--- src/rtl/ibex_instr_bus_arbiter.sv ---
`default_nettype none
// +--------------------------------------------------------------------------+
// | ibex_instr_bus_arbiter: two-master round-robin instruction-bus arbiter,  |
// | in-order response routing through an ID FIFO.   Revision: 1.0            |
// +--------------------------------------------------------------------------+
module ibex_instr_bus_arbiter #(
  parameter int MAX_OUTSTANDING = 2
) (
  input  logic        clk,
  input  logic        rst_n,
  input  logic        m0_req,
  input  logic [31:0] m0_addr,
  output logic        m0_gnt,
  output logic        m0_rvalid,
  output logic        m0_err,
  output logic [31:0] m0_rdata,
  input  logic        m1_req,
  input  logic [31:0] m1_addr,
  output logic        m1_gnt,
  output logic        m1_rvalid,
  output logic        m1_err,
  output logic [31:0] m1_rdata,
  output logic        s_req,
  output logic [31:0] s_addr,
  input  logic        s_gnt,
  input  logic        s_rvalid,
  input  logic        s_err,
  input  logic [31:0] s_rdata,
  output logic        spurious_rvalid
);

  localparam int C_PTR_W = (MAX_OUTSTANDING > 1) ? $clog2(MAX_OUTSTANDING) : 1;
  localparam int C_CNT_W = $clog2(MAX_OUTSTANDING + 1);
  localparam logic [C_CNT_W-1:0] C_MAX_CNT  = C_CNT_W'(MAX_OUTSTANDING);
  localparam logic [C_PTR_W-1:0] C_LAST_PTR = C_PTR_W'(MAX_OUTSTANDING - 1);

  logic [C_CNT_W-1:0] count_q, count_d;
  logic [C_PTR_W-1:0] wptr_q, wptr_d;
  logic [C_PTR_W-1:0] rptr_q, rptr_d;
  logic               id_q [MAX_OUTSTANDING];
  logic               lock_q, lock_d;
  logic               locked_sel_q, locked_sel_d;
  logic               last_q, last_d;
  logic               spurious_q, spurious_d;

  logic w_sel;
  logic w_sel_req;
  logic w_not_full;
  logic w_push;
  logic w_pop;
  logic w_head;

  // Lock wins; a lone requester wins; a tie goes to the master not granted last.
  always_comb begin
    w_sel = ~last_q;
    if (lock_q) begin
      w_sel = locked_sel_q;
    end else if (m0_req ^ m1_req) begin
      w_sel = m1_req;
    end
  end

  assign w_sel_req  = w_sel ? m1_req : m0_req;
  assign w_not_full = (count_q < C_MAX_CNT);
  assign s_req      = w_sel_req & w_not_full;
  assign s_addr     = w_sel ? m1_addr : m0_addr;
  assign w_push     = s_req & s_gnt;
  assign m0_gnt     = w_push & ~w_sel;
  assign m1_gnt     = w_push & w_sel;

  assign w_pop     = s_rvalid & (count_q != '0);
  assign w_head    = id_q[rptr_q];
  assign m0_rvalid = w_pop & ~w_head;
  assign m1_rvalid = w_pop & w_head;
  assign m0_err    = w_pop & ~w_head & s_err;
  assign m1_err    = w_pop & w_head & s_err;
  assign m0_rdata  = s_rdata;
  assign m1_rdata  = s_rdata;

  assign spurious_rvalid = spurious_q;

  always_comb begin
    count_d      = count_q;
    wptr_d       = wptr_q;
    rptr_d       = rptr_q;
    last_d       = last_q;
    locked_sel_d = locked_sel_q;
    // Holding the request steady until granted; a dropped req releases it.
    lock_d       = s_req & ~s_gnt;
    spurious_d   = spurious_q | (s_rvalid & (count_q == '0));

    if (s_req & ~s_gnt) begin
      locked_sel_d = w_sel;
    end
    if (w_push) begin
      last_d = w_sel;
      wptr_d = (wptr_q == C_LAST_PTR) ? '0 : wptr_q + 1'b1;
    end
    if (w_pop) begin
      rptr_d = (rptr_q == C_LAST_PTR) ? '0 : rptr_q + 1'b1;
    end
    case ({w_push, w_pop})
      2'b10:   count_d = count_q + 1'b1;
      2'b01:   count_d = count_q - 1'b1;
      default: count_d = count_q;
    endcase
  end

  always_ff @(posedge clk or negedge rst_n) begin
    if (!rst_n) begin
      count_q      <= '0;
      wptr_q       <= '0;
      rptr_q       <= '0;
      lock_q       <= 1'b0;
      locked_sel_q <= 1'b0;
      last_q       <= 1'b1;
      spurious_q   <= 1'b0;
      for (int i = 0; i < MAX_OUTSTANDING; i++) begin
        id_q[i] <= 1'b0;
      end
    end else begin
      count_q      <= count_d;
      wptr_q       <= wptr_d;
      rptr_q       <= rptr_d;
      lock_q       <= lock_d;
      locked_sel_q <= locked_sel_d;
      last_q       <= last_d;
      spurious_q   <= spurious_d;
      if (w_push) begin
        id_q[wptr_q] <= w_sel;
      end
    end
  end

endmodule
`default_nettype wire
--- config.mk ---
export PLATFORM = sky130hd
export DESIGN_NAME = ibex_instr_bus_arbiter
export DESIGN_NICKNAME = d
export VERILOG_FILES = /design/src/rtl/ibex_instr_bus_arbiter.sv
export SDC_FILE = /design/constraint.sdc
export NUM_CORES = 1
export LEC_CHECK = 0
export CAP_MARGIN = 20
export CORE_MARGIN = 4
export CORE_UTILIZATION = 24
export CTS_CLUSTER_DIAMETER = 150
export DETAILED_ROUTE_END_ITERATION = 10
export PLACE_DENSITY = 0.88
export SLEW_MARGIN = 20
export SYNTH_ARGS = -nofsm -noshare
export SYNTH_HDL_FRONTEND = slang
export SYNTH_SLANG_ARGS = --single-unit
export TNS_END_PERCENT = 30
--- constraint.sdc ---
create_clock -name clk -period 2.2 [get_ports clk]
set_input_delay 0.33 -clock clk [delete_from_list [all_inputs] [get_ports clk]]
set_output_delay 0.33 -clock clk [all_outputs]
set_load 0.005 [all_outputs]
# After elaboration in Yosys (flattened, before gate mapping)
# Index checks and enable logic that the tools add are counted.
# totals
regBits,10
inputBits,103
out_inout_bits,104
wordCells,55
# classes
addsub,4
order_cmp,4
eq_ne,2
mux,13
n_bitwise,19
n_reduce_logical,4
# ops
op,n
32-bit two-way mux,1
1-bit bitwise AND,11
1-bit two-way mux,9
"2-bit greater-or-equal comparator, second input constant",2
1-bit inverter,4
1-bit inverter with 2-bit output,2
2-bit case mux with 2 select lines,1
2-bit nonzero test,2
"1-bit adder, second input constant",2
"2-bit by 1-bit adder with 2-bit output, second input constant",1
2-bit bitwise mux,1
"2-bit by 1-bit equality test with 1-bit output, second input constant",1
"2-bit equality test, second input constant",1
2-bit zero test,1
"2-bit by 1-bit < comparator with 1-bit output, second input constant",1
"2-bit < comparator, second input constant",1
"2-bit by 1-bit subtractor with 2-bit output, second input constant",1
1-bit demux with 1-bit select,1
1-bit logical AND,1
1-bit OR,1
1-bit bitwise XOR,1

# Longest topological paths before layout
# Gate-level depths: netlist of the first run.
# logic_depth
word_depth,8
mapped_depth,7
depth_no_buf,6

# Least setup slack after synthesis of the first run
# Ideal clock, no wire load.
# synth_path
path_type,reg-to-output
from,register last_q
to,output s_addr[4]
t_arrival_ns,1.486
t_required_ns,1.870
setup_slack_ns,0.384
path_stages_with_launch,5
n_path_buf,1
cell_sequence,dfstp_2 -> a21boi_1 -> o22ai_2 -> buf_4 -> mux2_2
# synth_between
elab_chain_cells,4
# synth_rtl
element,line,rtl
start: declaration,43,"logic last_q, last_d;"
start signal: assignment,127,last_q <= last_d;
1-bit inverter,55,w_sel = ~last_q;
1-bit two-way mux,58,end else if (m0_req ^ m1_req) begin
1-bit two-way mux,56,if (lock_q) begin
32-bit two-way mux,66,assign s_addr = w_sel ? m1_addr : m0_addr;
end: declaration,24,"output logic [31:0] s_addr,"
# No other way between the ends.

# Worst setup path after layout of the first run
# layout_path
from,register last_q
to,output s_addr[26]
# Same word-level chain as after synthesis.

==> impl_results.md, run 1 <==
* Status: completed
* CTS buffer count at 3
* R2r worst-path depth at 7
* Multi-input logic area at approximately 700 um2
* Grt ovf at 0
* Min Tclk post-route at ~2.2 ns
* Drt wl/cell at 15.87 um
* Setup WS post-layout at 0.04268 ns
* CP Capture Type: output pin
* Crit-path cells: a21boi_4 -> o22ai_4 -> buf_6 -> buf_16 -> mux2_2 -> clkdlybuf4s15_1
* TritonCTS clock tree: done
* Share of cells above drive strength 1 at 0.4516
* Cell internal pwr at 1.424 mW
* VDD IR max at 0.0005268 V
* Cell Rows at 27
* Worst setup endpoint: s_addr[26]
* Die width at 84.86 um
* Crit share post-route at 0.9806
* Critical path depth in cells at 6
* Worst Hold Class: input port to asynchronous set/reset pin
* Pin count of the biggest net entering global routing at 12
* H-Tree Depth at 1
* First-pass GRT wire length at 7.010 mm
* Slew @ Worst Pin at between 0.4 and 0.5 ns
* Syn_area_per_cell at ~9.4 um2
* Fillers at 566
* Max_cap viols at 0
* Vias in the first global route at approximately 1400
* Clk_lat worst skew at 0.23 ns
* Clock sink total at 10
* Via-per-instance ratio at 4.253
* FF+latch area at 251.5 um2
* Register area share after synthesis at 0.1774
* WP data required at between 1.5 and 2 ns
* CP max stage cell: dfstp_2
* Yosys warning count at 0
* Leak Pwr at 1.039 nW
* Flop pwr share at 0.174
* Antenna Cells at 0
* Post-synth ARST share at 1.000
* RSZ-0062 raised after global routing: yes
* Area growth from synthesis to layout at 64.70%
* Detailed Route Iter0 Violations at 28
* Max incr delay on CP at slightly below 0.6 ns
* CP delay by family, top: flip-flops
* I/O Buffers at between 100 and 150
* Setup slack, reg-to-reg at between 0.1 and 0.15 ns
* Final hold violations at 0
* CP max FO at 6
* Dpl cell area at around 2200 um2
* Final Skew at 0.007110 ns
* Sw Share at 0.3338
* Clk buf depth at 2
* Syn Nets at 255
* Comb power frac at 0.736
* Clock power frac at 0.090
* Floorplan Core Area at around 5600 um2
* CTS Root Cell: clkbuf_8
* Die Area at 7200 um2
* FF-to-FF Start: lock_q
* Arrival time of the worst setup path at 1.83 ns
* Critical path type: flip-flop to output pin
* Final Routed Wirelength at around 4.6 mm
* Placed cell count at 275
* Flip-flop and latch count after synthesis at 10
* Post-DRT Antenna Nets at 0
* Final Wtd Congestion at roughly 0.70
* Fmax at 0.4635 GHz
* Total design power at 2.138 mW
* CP startpoint kind: flip-flop
* Post-synthesis instance area at 1418 um2
* Clk slew on worst S/H paths at 0.05 ns
* Final setup vio count at 0
* Die Y at between 80 and 90 um
* Relative slew slack at 0.6993
* Netlist cell types at 30
* GRT Util Overall at 0.1175
* NumNets Final at 322
* Initial antenna violation count at 0
* Cell Pwr Density at slightly above 900 nW/um2
* Fin area at 2335 um2
* Post-DP HPWL at 3.686 mm
* I/O pin cnt at 207
* CP Launch Point: last_q
* Drc violations at 0
* Final slew viol count at 0
* Syn Inst Count at between 150 and 200
* Final non-filler cell total at 289
* Starting Density at 0.2528
* FF-to-FF End: count_q[1]
* Pre-antenna DRT Iters at 5
* Dominant synthesized flop cell: dfrtp_1
* EDFF count, synth at 0
* WP buf/inv at 3
* Total vias in the final route at 1229
* Sw Pwr at 0.7137 mW
* Place WS at -0.3980 ns
-- repair_timing --
action	in CTS	in global routing
gates resized for setup	78	60
endpoints found under the setup margin	36	32
hold endpoints to repair	0	0
hold buffers	0	0
cloned	2	2
buffers inserted	4	2
pin swaps	3	2
-- per-stage QoR --
stage | hold slack (ns) | utilization | TNS, ns
after floorplan | 0.03441 | - | 0
after global placement | 0.4413 | 0.3934 | -11.23
after global routing | 0.4419 | 0.4163 | -0.07049
after CTS | 0.4223 | 0.4203 | -1.474
after detailed placement | 0.4434 | 0.3934 | -12.88
final | 0.4123 | 0.4163 | 0
-- placed cells by master (no fill, tap or decap), drive strengths merged --
cell type and count:
clkdlybuf4s50 74, buf 33, mux2 32, clkbuf 24, dfrtp 9, inv 5
nor2 5, xnor2 4, o21ai 3, nor3 2, nor2b 2, a21o 2
nand2 2, o31ai 2, dlygate4sd2 2, clkdlybuf4s15 2, a21boi 1, o21bai 1
o22ai 1, a21bo 1, nor3b 1, a2111o 1, and2 1, nor4 1
mux2i 1, and3 1, a22o 1, xor2 1, ha 1, dfstp 1
-- final cells by class --
class,instances,area share
tap,72,0.03859
multi-input combinational,67,0.2985
timing repair buffer,131,0.5279
inverter,5,0.008039
sequential,10,0.1077
clock buffer,4,0.01929
-- cells by family (layout without fill, tap and decap cells) --
logic type,Yosys count,in the layout,synth area share
muxes,33,33,0.2613
AOI/OAI and AO/OA,13,13,0.08473
buffers and inverters,74,140,0.3786
DFF,10,10,0.1774
and+or+nand+nor,15,15,0.05826
xor gates and xnor gates,5,5,0.03089
adders and majority gates,1,1,0.008825
-- worst min-delay path by stage --
stage / start / endpoint / slack, ns / depth (start not counted)
after floorplan: rst_n / count_q[0] / 0.03 / 0
after global placement: spurious_rvalid / spurious_rvalid / 0.44 / 1
after CTS: rst_n / rptr_q / 0.42 / 1
final: rst_n / rptr_q / 0.41 / 1
after detailed placement: spurious_rvalid / spurious_rvalid / 0.44 / 1
after global routing: rst_n / rptr_q / 0.44 / 1
-- state kept, by name, summed over array words and instances, names as in the netlist --
name,count
count_q,2
id_q,2
last_q,1
lock_q,1
locked_sel_q,1
rptr_q,1
spurious_rvalid,1
wptr_q,1
-- power by group through the flow --
stage	clock, mW	sequential, mW	combinational (mW)
6_report	0.192	0.372	1.57
5_1_grt	0.211	0.384	1.70
4_1_cts	0.195	0.371	1.49
3_5_place_dp	0	0.367	1.37
3_3_place_gp	0	0.359	1.34
2_1_floorplan	0	0.335	0.754
-- layer usage --
| metal | track usage | vias to the layer above | wire length [um] |
|---|---|---|---|
| met2 | 0.2085 | 95 | 2473 |
| li1 | - | 571 | - |
| met3 | 0.05534 | 8 | 531 |
| met5 | 0 | - | 0 |
| met1 | 0.1265 | 555 | 1545 |
| met4 | 0.02734 | 0 | 36 |
-- cell usage after synthesis (2+ instances only) --
master / count / area (um2)
a21o_1: 2 / 15.01
buf_4: 67 / 503.0
dfrtp_1: 9 / 225.2
inv_1: 5 / 18.77
mux2_2: 32 / 360.4
nand2_1: 2 / 7.510
nor2_1: 4 / 15.01
nor2b_1: 2 / 12.51
nor3_1: 2 / 10.01
o21ai_2: 2 / 17.52
o31ai_2: 2 / 25.02
xnor2_1: 4 / 35.03
Power figures use the tool's default switching activity.
==> run 2: changes to the inputs <==
CTS_BUF_LIST = sky130_fd_sc_hd__clkbuf_4   (was unset)
PLACE_DENSITY = 0.9   (was 0.88)
==> run 2 against run 1 <==
Clock skew fell by 0.0029 ns. Sequential share of layout area fell by 0.44 points. Wire length fell by 1.1%. Critical endpoint is now s_addr[8]. Sequential power barely moved. Critical path type unchanged. First-iteration DRC count fell by 21%.
==> impl_results.md, run 2 (synthesis results as in run 1) <==
* Total design power at roughly 2.2 mW
* Total vias in the final route at roughly 1200
* Min Tclk post-route at 2.184 ns
* Slew @ Worst Pin at 0.4577 ns
* NumNets Final at 319
* Sw Share at 0.3376
* Pin count of the biggest net entering global routing at 11
* Status: completed
* Cell Pwr Density at around 900 nW/um2
* Final setup vio count at 0
* Comb power frac at 0.771
* First-pass GRT wire length at a little under 7 mm
* Final Skew at 0.004167 ns
* VDD IR max at 0.0003393 V
* Clk buf depth at 2
* Met2 GRT Util at 0.2178
* Vias in the first global route at 1454
* Critical path type: flip-flop to output pin
* CTS Root Cell: clkbuf_4
* Fmax at 0.4578 GHz
* H-Tree Depth at 1
* Flop pwr share at 0.170
* Crit share post-route at 0.9928
* Final Routed Wirelength at 4.535 mm
* Final Util at 0.4342
* Clock sink total at 10
* Initial antenna violation count at 0
* Final Wtd Congestion at 0.8123
* Drc violations at 0
* GR Util met3 at 0.03689
* Floorplan Core Area at 5608 um2
* Share of cells above drive strength 1 at 0.4439
* CP Capture Type: output pin
* TritonCTS clock tree: done
* Die Y at 84.86 um
* Pre-antenna DRT Iters at 3
* Clk slew on worst S/H paths at roughly 0.070 ns
* Hold WS at 0.3807 ns
* Worst Hold Class: input port to asynchronous set/reset pin
* Antenna Cells at 0
* Sw Pwr at 0.7396 mW
* Final slew viol count at 0
* CP max FO at 5
* Cell internal pwr at between 1 and 1.5 mW
* Grt ovf at 0
* Cell Rows at 27
* CP startpoint kind: flip-flop
* Post-DP HPWL at around 3.6 mm
* Die width at 84.86 um
* Highest-count cells in the layout ignoring fill and taps: 74 x clkdlybuf4s50_1, 28 x mux2_4, 20 x buf_6, 13 x clkbuf_2, 11 x buf_4
* Post-DRT Antenna Nets at 0
* Clock power frac at 0.059
* Detailed Route Iter0 Violations at 22
* Drt wl/cell at 15.86 um
* Die Area at 7200 um2
* Arrival time of the worst setup path at ~1.9 ns
* Most common cell after layout, fill and taps aside: clkdlybuf4s50_1
* R2r worst-path depth at 6
* Final hold violations at 0
* Starting Density at 0.2528
* Clk_lat worst skew at 0.26 ns
* Via-per-instance ratio at about 4.2
* Most used routing layer: met2
* Leak Pwr at 1.109 nW
* CTS buffer count at 3
* I/O Buffers at 110
* Top Registers: count_q x2, id_q x2
* GRT Util Overall at 0.1166
* I/O pin cnt at just over 200
* Area growth from synthesis to layout at 71.76%
* Max_cap viols at 0
* RSZ-0062 raised after global routing: yes
* WP data required at between 1.5 and 2 ns
* Relative slew slack at 0.6939
* Met1 Resource Use GR at 0.1206
## run 2: final cells by class
cell class / instances / area, um2
Clock buffer: 3 / 22.52
Timing Repair Buffer: 128 / 1284
Clock inverter: 1 / 3.754
Multi-Input combinational cell: 67 / 764.5
Sequential cell: 10 / 251.5
Tap cell: 72 / 90.09
Fill cell: 565 / 3173
Inverter: 5 / 18.77
## run 2: power by group through the flow
| stage | Sequential [mW] | Combinational (mW) | Clock (mW) |
|---|---|---|---|
| 2_1_floorplan | 0.335 | 0.754 | 0 |
| 3_3_place_gp | 0.359 | 1.34 | 0 |
| 4_1_cts | 0.371 | 1.60 | 0.133 |
| 5_1_grt | 0.386 | 1.80 | 0.148 |
| 6_report | 0.371 | 1.69 | 0.130 |
| 3_5_place_dp | 0.363 | 1.36 | 0 |
## run 2: path summary, 6_finish.rpt
kind	from	end	slack [ns]
setup / recovery	last_q	s_addr[8]	0.02
hold / removal	rst_n	spurious_rvalid	0.38
setup reg to reg	lock_q	count_q[1]	0.28
hold reg to reg	spurious_rvalid	spurious_rvalid	0.46
max in group asynchronous	rst_n	last_q	1.47
min in group clk	spurious_rvalid	spurious_rvalid	0.46
## run 2: stage by stage
stage / setup TNS, ns / area, um2 / setup slack [ns] / cells
2_1_floorplan: 0 / 1418 / 0.3839 / 151
3_3_place_gp: -11.97 / 2198 / -0.3898 / 274
3_5_place_dp: -13.00 / 2198 / -0.3924 / 274
4_1_cts: -3.126 / 2366 / -0.1692 / 288
5_1_grt: -1.035 / 2435 / -0.05671 / 286
6_report: 0 / 2435 / 0.01579 / 286
## run 2: layer usage
metal,vias to the layer above,wire (um)
met5,-,0
met4,0,42
met3,4,431
met2,91,2470
met1,541,1591
li1,569,-
## run 2: repair_timing
item	4_1_cts	5_1_grt
hold buffers	0	0
setup endpoints to repair	37	33
pin swaps	2	2
buffers inserted	8	1
gates cloned	2	1
resized for setup	130	55
## run 2: critical path, cell delays in order, from the launching register on
cell,delay (ns)
dfstp_2,0.59
a21boi_4,0.08
o22ai_4,0.18
buf_12,0.16
buf_12,0.12
mux2_2,0.34
buf_6,0.12
==> run 3: changes to the inputs <==
TNS_END_PERCENT = unset   (was 30)
==> run 3 against run 2 <==
Critical path type unchanged. Clock skew about the same. Sequential power is essentially flat. Largest power group unchanged. Count of clock-buffer cells in the layout unchanged. Die area unchanged. Via count up 1.2%. Sequential cell count unchanged. The run now ends with setup timing left. Register-to-register slack about the same. Non-clock buffer count grew 4. Global-route usage up 0.84 points.
==> impl_results.md, run 3 (synthesis results as in run 1) <==
* Worst Hold Class: input port to asynchronous set/reset pin
* Max_cap viols at 0
* Cts hold-fix bufs at 0
* Max incr delay on CP at 0.60 ns
* WP buf/inv at 4
* CTS buffer count at 3
* Clock sink total at 10
* Most common cell after layout, fill and taps aside: clkdlybuf4s50_1
* Crit share post-route at 1.018
* Fin area at 2485 um2
* Post-DP HPWL at 3.564 mm
* Die Y at 84.86 um
* Arrival time of the worst setup path at 1.91 ns
* Dpl cell area at about 2200 um2
* Min Tclk post-route at 2.240 ns
* H-Tree Depth at 1
* Initial antenna violation count at 0
* Top Registers: count_q x2, id_q x2
* Critical path type: flip-flop to output pin
* Final non-filler cell total at 290
* I/O pin cnt at around 210
* Cell Pwr Density at 904.5 nW/um2
* Via-per-instance ratio at 4.207
* Total vias in the final route at 1220
* Antenna Cells at 0
* Detailed Route Iter0 Violations at 14
* Place WS at -0.3924 ns
* Starting Density at 0.2528
* CP startpoint kind: flip-flop
* CTS Root Cell: clkbuf_4
* Highest-count cells in the layout ignoring fill and taps: 74 x clkdlybuf4s50_1, 30 x buf_6, 27 x mux2_4, 12 x buf_4, 9 x dfrtp_1
* I/O Buffers at 110
* CP delay by family, top: flip-flops
* CP max FO at 6
* Status: finished with violations
* Die Area at between 7000 and 8000 um2
* Drt wl/cell at 15.97 um
* TritonCTS clock tree: done
* Relative slew slack at 0.6942
* Die width at 84.86 um
* Final slew viol count at 0
* Cell Rows at 27
* Final Wtd Congestion at 0.8123
* Final Skew at 0.003935 ns
* WP data required at 1.87 ns
* Floorplan Core Area at between 5000 and 6000 um2
* Vias in the first global route at 1508
* Fillers at ~560
* Slew @ Worst Pin at 0.4572 ns
* RSZ-0062 raised after global routing: yes
* Grt ovf at 0
* GRT Util Overall at 0.1251
* VDD IR max at slightly above 0.0003 V
* CP max stage cell: dfstp_2
* Placed cell count at roughly 270
* Clk_lat worst skew at 0.26 ns
* Area growth from synthesis to layout at 75.29%
* Post-DRT Antenna Nets at 0
* Clk slew on worst S/H paths at 0.07 ns
* NumNets Final at 323
* Final Routed Wirelength at 4.632 mm
* Fmax at 0.4465 GHz
* Final setup vio count at 6
* Violated checks: setup timing
* Most common cell on crit path: buf_6
* First-pass GRT wire length at 7.293 mm
* CP Capture Type: output pin
* Pre-antenna DRT Iters at 3
* Crit-path cells: a21boi_4 -> o22ai_4 -> buf_12 -> buf_8 -> buf_6 -> mux2_4 -> buf_6
* Drc violations at 0
* Share of cells above drive strength 1 at 0.4541
* Pin count of the biggest net entering global routing at 11
* Leak Pwr at 1.126 nW
* Clk buf depth at 2
* Setup WS post-layout at -0.03971 ns
* Final hold violations at 0
run 3: cell types whose count changed in the layout (fill, tap and decap cells not counted):
cell / delta
buf_12: -3
buf_6: +10
buf_4: +1
buf_8: +1
clkbuf_2: -7
mux2_2: +1
buf_2: +2
mux2_4: -1
clkbuf_16: -1
buf_16: +1
clkdlybuf4s15_1: +1
dlygate4sd2_1: -1
run 3: worst paths after layout:
path                                       from               to  slack [ns]  cells after the start
worst max-delay path                     last_q        s_addr[0]       -0.04                      7
min in group clk                spurious_rvalid  spurious_rvalid        0.46                      1
max in group asynchronous                 rst_n           last_q        1.47                      1
worst min register to register  spurious_rvalid  spurious_rvalid        0.46                      1
worst min-delay path                      rst_n  spurious_rvalid        0.38                      1
worst max register to register           lock_q       count_q[1]        0.28                      6
run 3: through the flow:
stage / power, mW / hold WS [ns] / util / setup TNS (ns)
floorplan: 1.089 / 0.03441 / - / 0
detailed placement: 1.728 / 0.4475 / 0.3920 / -13.00
global route: 2.409 / 0.4130 / 0.4431 / -1.995
CTS: 2.364 / 0.3872 / 0.4518 / -2.521
finish: 2.248 / 0.3805 / 0.4431 / -0.1410
global placement: 1.698 / 0.4424 / 0.3920 / -11.97
run 3: layer usage:
layer  routed length, um  share of wire  GRT usage  vias up
li1                    -              -          -      577
met1                1533           0.33     0.1206      546
met2                2582           0.56     0.2463       91
met3                 451          0.097    0.03689        6
met4                  65          0.014    0.04748        0
met5                   0              0          0        -
run 3: where the power goes:
| group | total [mW] | internal (mW) | switching [mW] |
|---|---|---|---|
| clock network | 0.130 | 0.0654 | 0.0642 |
| registers | 0.372 | 0.274 | 0.0982 |
| logic | 1.75 | 1.16 | 0.588 |
| total | 2.25 | 1.50 | 0.750 |
run 3: worst register-to-register path, delay by kind of cell, from the launching register on:
family	cells	cell delay, ns
AOI/OAI and AO/OA	1	0.49
and+or+nand+nor	2	0.31
buffers and inverters	1	0.18
adders and majority gates	1	0.30
DFF	1	0.42
xor gates and xnor gates	1	0.16
run 3: cell type report:
cell class / count / area, um2 / share of cell area
timing repair buffer: 132 / 1338 / 0.5383
tap: 72 / 90.09 / 0.03625
multi-input combinational: 67 / 760.7 / 0.3061
sequential: 10 / 251.5 / 0.1012
inverter: 5 / 18.77 / 0.007553
clock inverter: 1 / 3.754 / 0.001511
clock buffer: 3 / 22.52 / 0.009063
run 3: what timing repair did:
action	4_1_cts	5_1_grt
pin swaps	2	2
cloned	3	0
gates resized for setup	177	21
endpoints found under the setup margin	37	35
setup buffers	13	1
